==> src/rtl/uart_tx_frame.sv <==
// uart_tx_frame: configurable UART serialiser fed by a FWFT FIFO.
// In: clk_3125_tx, rst_n, tx_start, parity_type, ft_out, ft_empty.
// Out: rd_en (pop strobe), tx (line), tx_done (last frame clock), busy.
module uart_tx_frame #(
  parameter int CLKS_PER_BIT = 14,
  parameter int DATA_BITS    = 8,
  parameter int PARITY_EN    = 1,
  parameter int STOP_BITS    = 1,
  parameter int MSB_FIRST    = 1
) (
  input  logic                 clk_3125_tx,
  input  logic                 rst_n,
  input  logic                 tx_start,
  input  logic                 parity_type,
  input  logic [DATA_BITS-1:0] ft_out,
  input  logic                 ft_empty,
  output logic                 rd_en,
  output logic                 tx,
  output logic                 tx_done,
  output logic                 busy
);

  localparam int CW = (CLKS_PER_BIT < 2) ? 1 : $clog2(CLKS_PER_BIT);
  localparam logic [CW-1:0] LAST_CLK = CW'(CLKS_PER_BIT - 1);
  localparam logic [CW-1:0] PRE_CLK  = CW'(CLKS_PER_BIT - 2);
  localparam logic [3:0] LAST_DATA = 4'(DATA_BITS - 1);
  localparam logic [3:0] LAST_STOP = 4'(STOP_BITS - 1);

  if (CLKS_PER_BIT < 2) begin : g_bad_cpb
    $error("uart_tx_frame: CLKS_PER_BIT must be >= 2");
  end
  if (DATA_BITS < 5 || DATA_BITS > 9) begin : g_bad_db
    $error("uart_tx_frame: DATA_BITS must be 5..9");
  end
  if (PARITY_EN != 0 && PARITY_EN != 1) begin : g_bad_par
    $error("uart_tx_frame: PARITY_EN must be 0 or 1");
  end
  if (STOP_BITS != 1 && STOP_BITS != 2) begin : g_bad_stop
    $error("uart_tx_frame: STOP_BITS must be 1 or 2");
  end
  if (MSB_FIRST != 0 && MSB_FIRST != 1) begin : g_bad_ord
    $error("uart_tx_frame: MSB_FIRST must be 0 or 1");
  end

  typedef enum logic [2:0] {
    IDLE, START, DATA, PARITY, STOP
  } state_t;

  state_t               state_q, state_d;
  logic [CW-1:0]        clk_cnt_q, clk_cnt_d;
  logic [3:0]           bit_cnt_q, bit_cnt_d;
  logic [DATA_BITS-1:0] shreg_q, shreg_d;
  logic                 par_q, par_d;
  logic                 tx_d, rd_en_d, tx_done_d, busy_d;

  logic                 load_ok, load, cell_end, head;
  logic [DATA_BITS-1:0] shifted;

  assign load_ok  = tx_start && !ft_empty;
  assign cell_end = (clk_cnt_q == LAST_CLK);

  // Next data bit is always at the head; shreg moves it along.
  assign head    = (MSB_FIRST != 0) ? shreg_q[DATA_BITS-1]
                                    : shreg_q[0];
  assign shifted = (MSB_FIRST != 0) ? (shreg_q << 1)
                                    : (shreg_q >> 1);

  always_comb begin
    state_d   = state_q;
    clk_cnt_d = clk_cnt_q;
    bit_cnt_d = bit_cnt_q;
    shreg_d   = shreg_q;
    par_d     = par_q;
    tx_d      = tx;
    rd_en_d   = 1'b0;
    tx_done_d = 1'b0;
    busy_d    = busy;
    load      = 1'b0;

    unique case (state_q)
      IDLE: begin
        load = load_ok;
      end
      START: begin
        clk_cnt_d = clk_cnt_q + 1'b1;
        if (cell_end) begin
          state_d   = DATA;
          clk_cnt_d = '0;
          bit_cnt_d = '0;
          tx_d      = head;
          shreg_d   = shifted;
        end
      end
      DATA: begin
        clk_cnt_d = clk_cnt_q + 1'b1;
        if (cell_end) begin
          clk_cnt_d = '0;
          if (bit_cnt_q == LAST_DATA) begin
            bit_cnt_d = '0;
            if (PARITY_EN != 0) begin
              state_d = PARITY;
              tx_d    = par_q;
            end else begin
              state_d = STOP;
              tx_d    = 1'b1;
            end
          end else begin
            bit_cnt_d = bit_cnt_q + 1'b1;
            tx_d      = head;
            shreg_d   = shifted;
          end
        end
      end
      PARITY: begin
        clk_cnt_d = clk_cnt_q + 1'b1;
        if (cell_end) begin
          state_d   = STOP;
          clk_cnt_d = '0;
          bit_cnt_d = '0;
          tx_d      = 1'b1;
        end
      end
      STOP: begin
        clk_cnt_d = clk_cnt_q + 1'b1;
        // Registered pulse, so raise it one clock early.
        tx_done_d = (bit_cnt_q == LAST_STOP) &&
                    (clk_cnt_q == PRE_CLK);
        if (cell_end) begin
          clk_cnt_d = '0;
          if (bit_cnt_q == LAST_STOP) begin
            bit_cnt_d = '0;
            if (load_ok) begin
              load = 1'b1;
            end else begin
              state_d = IDLE;
              busy_d  = 1'b0;
              tx_d    = 1'b1;
            end
          end else begin
            bit_cnt_d = bit_cnt_q + 1'b1;
          end
        end
      end
      default: begin
        state_d   = IDLE;
        clk_cnt_d = '0;
        bit_cnt_d = '0;
        tx_d      = 1'b1;
        busy_d    = 1'b0;
      end
    endcase

    if (load) begin
      shreg_d   = ft_out;
      par_d     = (^ft_out) ^ parity_type;
      rd_en_d   = 1'b1;
      tx_d      = 1'b0;
      busy_d    = 1'b1;
      state_d   = START;
      clk_cnt_d = '0;
      bit_cnt_d = '0;
    end
  end

  always_ff @(posedge clk_3125_tx or negedge rst_n) begin
    if (!rst_n) begin
      state_q   <= IDLE;
      clk_cnt_q <= '0;
      bit_cnt_q <= '0;
      shreg_q   <= '0;
      par_q     <= 1'b0;
      tx        <= 1'b1;
      rd_en     <= 1'b0;
      tx_done   <= 1'b0;
      busy      <= 1'b0;
    end else begin
      state_q   <= state_d;
      clk_cnt_q <= clk_cnt_d;
      bit_cnt_q <= bit_cnt_d;
      shreg_q   <= shreg_d;
      par_q     <= par_d;
      tx        <= tx_d;
      rd_en     <= rd_en_d;
      tx_done   <= tx_done_d;
      busy      <= busy_d;
    end
  end

endmodule

==> config.mk <==
export PLATFORM = sky130hd
export DESIGN_NAME = uart_tx_frame
export DESIGN_NICKNAME = d
export VERILOG_FILES = /design/src/rtl/uart_tx_frame.sv
export SDC_FILE = /design/constraint.sdc
export NUM_CORES = 1
export LEC_CHECK = 0
export CORE_MARGIN = 2
export CORE_UTILIZATION = 40
export CTS_CLUSTER_SIZE = 30
export DETAILED_ROUTE_END_ITERATION = 6
export PLACE_DENSITY_LB_ADDON = 0.15
export REMOVE_ABC_BUFFERS = 1
export SETUP_SLACK_MARGIN = 0.15
export SLEW_MARGIN = 10
export SYNTH_ARGS = -nofsm -noshare
export SYNTH_HDL_FRONTEND = slang
export SYNTH_SLANG_ARGS = --single-unit
==> constraint.sdc <==
create_clock -name clk_3125_tx -period 3.8 [get_ports clk_3125_tx]
set_input_delay 0.76 -clock clk_3125_tx [delete_from_list [all_inputs] [get_ports clk_3125_tx]]
set_output_delay 0.76 -clock clk_3125_tx [all_outputs]
set_load 0.01 [all_outputs]
# Word-level counts from Yosys, hierarchy flattened
# Index checks and enable logic that the tools add are counted.
[classes] n_reduce_logical=15 n_bitwise=1 eq_ne=18 muxes=44 addsub=2
[ops] operator="2-to-1 mux 4 bit" count=8
[ops] operator="2-to-1 mux 8 bit" count=4
[ops] operator="2-to-1 mux 3 bit" count=8
[ops] operator="inequality test 3 bit, second input constant" count=8
[ops] operator="2-to-1 mux 1 bit" count=17
[ops] operator="case mux 4 bit (4 select lines)" count=1
[ops] operator="case mux 8 bit (2 select lines)" count=1
[ops] operator="case mux 3 bit (5 select lines)" count=1
[ops] operator="AND reduction 4 bit" count=3
[ops] operator="adder 4 x 1 -> 4 bit, second input constant" count=2
[ops] operator="== test 4 bit, second input constant" count=2
[ops] operator="case mux 4 bit (2 select lines)" count=1
[ops] operator="AND reduction 8 bit" count=1
[ops] operator="OR reduction 4 bit" count=2
[ops] operator="parity 8 bit" count=1
[ops] operator="AND reduction 7 bit" count=1
[ops] operator="== test 3 x 2 -> 1 bit, second input constant" count=2
[ops] operator="case mux 1 bit (5 select lines)" count=1
[ops] operator="== test 4 x 3 -> 1 bit, second input constant" count=1
[ops] operator="zero test 4 bit" count=1
[ops] operator="case mux 1 bit (2 select lines)" count=2
[ops] operator="== test 3 x 1 -> 1 bit, second input constant" count=1
[ops] operator="== test 3 bit, second input constant" count=1
[ops] operator="zero test 3 bit" count=1
[ops] operator="8 further kinds" count=9
[word_totals] wordCells=89 in_bits=13 out_inout_bits=4 regBits=24

# Logic depth before layout (Yosys ltp)
# Gate-level depths: netlist of the first run.
[logic_depth] depth_word=8 depth_mapped=8 mapped_depth_nobuf=7

# Worst setup path before layout of the first run
# Ideal clock, no wire load.
[synth_timing] path_kind="input-to-reg" start="input port ft_empty" end="register shreg_q[2]" setup_ps=125 n_path_buf=1 cell_stages=6 setup_slack_ps=1747 arrival_ps=1928 cell_sequence="and2b_2 -> and2_2 -> nand2_4 -> buf_6 -> mux2_4 -> mux2_2"
[synth_via] elab_chain_len=8 word_cells_on_any_way=12 classes_between="eq/ne: 3; mux: 5; reduce/logical: 4"
[synth_rtl] item="from (decl)" line_no="16" rtl="input logic ft_empty,"
[synth_rtl] item="zero test 1 bit (*)" line_no="59" rtl="assign load_ok = tx_start && !ft_empty;"
[synth_rtl] item="logical AND 1 bit (*)" line_no="59"
[synth_rtl] item="2-to-1 mux 1 bit" line_no="132" rtl="if (load_ok) begin"
[synth_rtl] item="2-to-1 mux 1 bit" line_no="130" rtl="if (bit_cnt_q == LAST_STOP) begin"
[synth_rtl] item="2-to-1 mux 1 bit" line_no="128" rtl="if (cell_end) begin"
[synth_rtl] item="case mux 1 bit (2 select lines) (*)" line_no="80" rtl="unique case (state_q)"
[synth_rtl] item="inequality test 3 bit (no source line) or nonzero test 3 bit (tied branches)"
[synth_rtl] item="AND reduction 4 bit (no source line)"
[synth_rtl] item="to (signal assigned)" line_no="180" rtl="shreg_q <= shreg_d;"
[synth_rtl] item="to (decl)" line_no="52" rtl="logic [DATA_BITS-1:0] shreg_q, shreg_d;"
# Mark *: on every way between the ends. The rest lies on a longest branch, timed or not.
# A chain may end at the register's enable or synchronous reset.

# Worst setup path in the final report of the first run
# Same ends and word-level chain as after synthesis.

==> run_results.csv, run 1 <==
group,metric,value,unit
status,status,"complete, no violations",
worst_setup_path,cp-startpoint,"ft_empty",
worst_setup_path,cp.required,4000,ps
floorplan,die-area,4120,µm²
grt,grt.overflow.total,0,
sta,max-slew-margin-rel,64.8,%
worst_setup_path,crit_path_max_fanout,12,
grt,track_usage,14.5,%
grt,first_global_vias,1046,
pwr,powerDensity,565,nW/µm²
yosys,yosys_warnings,0,
sta,worst_pin_slew,528,ps
sta,layout_min_cycle_time,2310,ps
sta,timing.fmax,0.433,GHz
clocking,ctsHoldBuffers,0,
yosys,synthArstFlopShare,100,%
yosys,synthMuxAreaShare,13.5,%
clocking,root_buffer,"clkbuf_4",
clocking,cts_resized,0,
floorplan,rows,21,
sta,hold_ws,405,ps
layout,seqCellArea,602,µm²
sta,setup_violations,0,
yosys,synth-adder-area-share,4.32,%
sta,hold_violations,0,
clocking,numClockSinks,24,
floorplan,die_x,64.2,µm
grt,antenna_found_initial,0,
hold_path,min_path_type,"in2async",
layout,fin_nets,175,
clocking,path_clk_slew,130,ps
sta,setup_tns,0,ps
yosys,synth_seq_cells,24,
clocking,cts_setup_buffers,0,
sta,setup_ws,1490,ps
yosys,ys_top_cells_by_area,"dfrtp_1 40%, mux2_2 6.2%, mux2_4 5.2%",
sta,final_max_slew_viol_count,0,
clocking,clk_latency,310,ps
sta,rsz0062_at_grt,"no",
layout,multi_input_area,783,µm²
yosys,yosys.area.top_type,"dfrtp_1",
placed_design,dpl_cell_area,1630,µm²
floorplan,core_area,3420,µm²
worst_setup_path,crit_path_start_kind,"primary input",
clocking,cts_max_path_buffers,2,
layout,num-fill-cells,326,
routing,drtPass1Iterations,4,
routing,wl,2600,µm
placed_design,dpl.hpwl,2010,µm
clocking,cts_tree,"built",
worst_setup_path,crit_chain,"clkdlybuf4s50_1, and2b_2, and2_2, nand2_4, o31a_2, mux2_2",
layout,drive_above_1_share,17.3,%
layout,syn_to_final_growth,14.3,%
routing,drcViolationCount,0,
worst_setup_path,cpMaxStageDelayCell,"clkdlybuf4s50_1",
placed_design,port-buffer-count,16,
pwr,ir_drop,321,µV
clocking,cts_inserted_buffers,3,
sta,period_share,60.8,%
yosys,synth-xor-area-share,5.45,%
worst_setup_path,path_class,"in2reg",
routing,wire_per_inst,12.9,µm
yosys,synth_compound_area_share,14.5,%
sta,clock_skew,6.56,ps
grt,grt_pass1_wl,4740,µm
floorplan,ioPinCount,17,
pwr,leakagePower,0.756,nW
placed_design,dp.cells,198,
yosys,synth-simple-area-share,16.3,%
yosys,synthCells,141,
yosys,synth_top_area_share,39.8,%
yosys,synthDistinctLibCells,40,
worst_setup_path,timing.rr.start,"clk_cnt_q[0]$_DFFE_PN0P_",
floorplan,initial_core_util,42.4,%
routing,vias_per_cell,5.12,
routing,drtIter0Drc,60,
routing,ant_nets,0,
yosys,synth_edf_count,0,
clocking,h-tree-depth,1,
layout,diodes,0,
yosys,synth_ff_type,"dfrtp_1",
yosys,synth_top_family_by_area,"simple AND/OR/NAND/NOR gates",
yosys,syn_avg_cell_area,10.3,µm²
yosys,syn-cell-area,1450,µm²
layout,fin_area,1650,µm²
worst_setup_path,critPathMaxStageDelay,450,ps
worst_setup_path,arrival,2510,ps
layout,fin_cells,202,
floorplan,fp.dieH,64.2,µm
grt,grt_max_degree,25,
placed_design,place_ws,1170,ps
placed_design,gp_congestion,0.759,
routing,vias,1035,
yosys,seq_area_frac_synth,41.6,%
worst_setup_path,crit_path_end_kind,"flop",
job,cap_violations,0,
## worst paths after layout
check,end,slack (ps),cells after the start
setup / recovery,shreg_q[2]$_DFFE_PN0P_,1490,6
hold / removal,tx_done$_DFF_PN0_,400,1
setup reg to reg,shreg_q[2]$_DFFE_PN0P_,1740,6
hold reg to reg,tx$_DFFE_PN1P_,490,2
max in group asynchronous,tx$_DFFE_PN1P_,3030,1
min in group clk_3125_tx,tx$_DFFE_PN1P_,490,2
## cell usage in the layout (no fill, tap or decap), types with 5 or more instances in the layout
| master | instances |
|---|---|
| xnor2_1 | 7 |
| nand2_1 | 9 |
| ha_1 | 5 |
| mux2_4 | 5 |
| nor2_1 | 9 |
| dfrtp_1 | 23 |
| o21ai_0 | 13 |
| clkdlybuf4s50_1 | 15 |
| inv_1 | 8 |
| mux2_2 | 8 |
## through the flow
stage	util [%]	total power (W)
final	48.4	0.000935
after global routing	48.4	0.00103
after CTS	48.6	0.000952
after detailed placement	47.8	0.000831
after global placement	47.8	0.000816
after floorplan	-	0.000715
## synth_stat cells, types with 2 or more instances
cell type,n
a22o_1,4
nand3_1,4
nand2b_1,3
mux2i_1,3
nor3_1,2
xnor2_1,7
nand3b_1,2
inv_1,8
a21oi_1,4
dfrtp_1,23
ha_1,5
mux2_4,5
xor2_1,2
o22ai_1,2
nor2_1,9
mux2_2,8
nand2_1,9
buf_2,2
and3_2,2
a22oi_1,3
o21ai_0,13
nor2b_1,3
## cell type report
| cell class | count | share of cell area, % |
|---|---|---|
| Multi-Input combinational cell | 104 | 47.4 |
| Clock buffer | 4 | 1.59 |
| Timing Repair Buffer | 16 | 9.38 |
| Sequential cell | 24 | 36.4 |
| Inverter | 8 | 1.82 |
| Tap cell | 46 | 3.48 |
## kinds of logic (layout without fill, tap and decap cells)
group	after synthesis	in the layout
DFF	24	24
xor gates and xnor gates	9	9
muxes	16	16
adders and majority gates	5	5
AOI/OAI and AO/OA	32	32
and+or+nand+nor	42	42
buffers and inverters	13	28
## power by group
group / switching, W / internal, W / leakage [nW]
clock network: 0.0000739 / 0.0000409 / 0.0150
registers: 0.0000806 / 0.000342 / 0.308
logic: 0.000185 / 0.000212 / 0.432
## critical path, delay by kind of cell
| kind | cells | cell delay [ps] |
|---|---|---|
| and+or+nand+nor | 3 | 620 |
| buffers and inverters | 1 | 450 |
| muxes | 1 | 370 |
| AOI/OAI and AO/OA | 1 | 300 |
## registers in the layout, summed over array words and instances (netlist names)
signal,cells
tx_done,1
rd_en,1
state_q,3
clk_cnt_q,4
shreg_q,8
busy,1
tx,1
bit_cnt_q,4
par_q,1
## per-layer routing
layer	track usage, %	routed length (µm)
met1	17.8	1200
met2	25.5	1290
met3	4.05	86
met4	2.39	21
met5	0	0
(Power assumes the default switching activity.)
==> run 2, diff against run 1 <==
- clock period: 3.8 -> 1.85 ns (I/O delays scaled with it)
==> run 2 against run 1 <==
  * Final area increased by 19%
  * Core utilization increased by 9.3 points
  * Clock skew down 1.7 ps
  * First-iteration DRC count is 12% higher
  * Clock power increased to 3.4 times the previous value
  * Cell count rose by 15%
  * Combinational power grew to 3.0 times the previous value
  * Clock-buffer cell count is 1 lower
  * Non-clock buffer count increased by 29
  * Largest power group is now combinational logic
==> run_results.csv, run 2 (same netlist as run 1, synthesis figures left out) <==
group,metric,value,unit
status,status,"complete, no violations",
placed_design,dpl_cell_area,1800,µm²
clocking,clk_latency,320,ps
routing,ant_nets,0,
layout,diodes,0,
worst_setup_path,crit_path_max_fanout,5,
worst_setup_path,cp_num_buf_inv,1,
sta,setup_ws,59.3,ps
worst_setup_path,cp.depth,7,
routing,vias_per_cell,5.00,
placed_design,dpl.hpwl,2180,µm
grt,grt_max_degree,25,
grt,first_global_vias,1189,
layout,largest_register_ffs,8,
grt,grt.overflow.total,0,
grt,antenna_found_initial,0,
floorplan,die_x,64.2,µm
sta,clock_skew,4.90,ps
layout,syn_to_final_growth,36.2,%
routing,drcViolationCount,0,
sta,period_share,96.8,%
sta,final_max_slew_viol_count,0,
sta,hold_violations,0,
layout,layout.cells.most_common,"buf_4",
layout,fin_nets,205,
clocking,cts_tree,"built",
layout,reg_top3,"shreg_q x8, bit_cnt_q x4, clk_cnt_q x4",
clocking,numClockSinks,24,
worst_setup_path,crit_path_start_kind,"flop",
layout,regMostFlops,"shreg_q",
floorplan,ioPinCount,17,
placed_design,port-buffer-count,16,
layout,fin_area,1970,µm²
floorplan,rows,21,
layout,drive_above_1_share,36.6,%
worst_setup_path,cp.required,2080,ps
placed_design,dp.cells,220,
pwr,leakagePower,0.918,nW
hold_path,min_path_type,"in2async",
floorplan,core_area,3420,µm²
grt,grt_pass1_wl,5200,µm
worst_setup_path,crit_chain,"inv_2, ha_2, nor3b_4, a21bo_4, nand2_8, mux2_4, mux2_2",
routing,vias,1160,
floorplan,initial_core_util,42.4,%
worst_setup_path,critPathMaxStageDelay,410,ps
worst_setup_path,crit_path_end_kind,"flop",
routing,drtIter0Drc,67,
floorplan,die-area,4120,µm²
clocking,path_clk_slew,140,ps
pwr,powerDensity,1220,nW/µm²
worst_setup_path,cpMaxStageDelayCell,"dfrtp_1",
layout,layout_common_cells,"26 x buf_4, 20 x dfrtp_1, 15 x clkdlybuf4s50_1",
pwr,ir_drop,440,µV
grt,track_usage,16.1,%
sta,setup_violations,0,
clocking,cts_inserted_buffers,3,
worst_setup_path,r2r_cells,7,
sta,worst_pin_slew,309,ps
worst_setup_path,path_class,"reg2reg",
sta,timing.fmax,0.558,GHz
routing,wire_per_inst,12.9,µm
placed_design,place_ws,-298,ps
floorplan,fp.dieH,64.2,µm
job,cap_violations,0,
worst_setup_path,path_delay_family,"multiplexers",
clocking,cts_max_path_buffers,2,
clocking,root_buffer,"clkbuf_4",
routing,drtPass1Iterations,4,
clocking,h-tree-depth,1,
routing,wl,2990,µm
sta,rsz0062_at_grt,"yes",
placed_design,gp_congestion,0.793,
sta,layout_min_cycle_time,1790,ps
worst_setup_path,arrival,2020,ps
layout,fin_cells,232,
sta,max-slew-margin-rel,79.4,%
run 2: cell count changes in the layout (fill, tap and decap cells not counted), moves of 2 or more:
cell	before	now
buf_4	0	26
buf_6	0	3
dfrtp_1	23	20
dfrtp_2	0	3
ha_1	5	3
ha_2	0	2
o21ai_0	13	9
o21ai_1	1	4
run 2: area by class of cell:
class | count | area [µm²]
fillers | 309 | 1440
multi-input cells | 105 | 838
flip-flops and latches | 24 | 606
repair buffers | 45 | 388
well taps | 46 | 57.6
clock inverters | 1 | 30.0
inverters | 8 | 30.0
clock buffers | 3 | 22.5
run 2: worst paths after layout:
kind | slack (ps) | start | endpoint
worst min register to register | 470 | tx$_DFFE_PN1P_ | tx$_DFFE_PN1P_
worst max-delay path | 60 | bit_cnt_q[0]$_DFFE_PN0P_ | shreg_q[5]$_DFFE_PN0P_
worst min-delay path | 390 | rst_n | shreg_q[7]$_DFFE_PN0P_
worst max register to register | 60 | bit_cnt_q[0]$_DFFE_PN0P_ | shreg_q[5]$_DFFE_PN0P_
max in group asynchronous | 1180 | rst_n | tx$_DFFE_PN1P_
min in group clk_3125_tx | 470 | tx$_DFFE_PN1P_ | tx$_DFFE_PN1P_
run 2: per-stage QoR:
stage / setup TNS (ps) / total power (W) / hold slack, ps / util, %
2_1_floorplan: -238 / 0.00147 / 74.4 / -
3_3_place_gp: -1830 / 0.00185 / 465 / 52.6
3_5_place_dp: -2040 / 0.00190 / 476 / 52.6
4_1_cts: 0 / 0.00234 / 397 / 56.1
5_1_grt: -87.7 / 0.00259 / 425 / 57.7
6_report: 0 / 0.00240 / 391 / 57.7
run 2: where the power goes:
part	switching, W	internal (W)	total, W
registers	0.000120	0.000703	0.000823
logic	0.000511	0.000673	0.00118
clock network	0.000171	0.000219	0.000390
run 2: timing repair:
action                     in CTS  in global routing
hold buffers                    0                  0
pin swaps                       3                  5
setup endpoints to repair       8                 14
gates resized for setup         9                 13
buffers inserted                3                  4
gates cloned                    1                  0
run 2: routing by layer:
layer | global-route usage, % | share of wire, % | vias to the layer above
li1 | - | - | 586
met1 | 21.4 | 49 | 551
met2 | 25.9 | 46 | 19
met3 | 2.46 | 3.2 | 4
met4 | 7.18 | 1.3 | 0
met5 | 0 | 0 | -
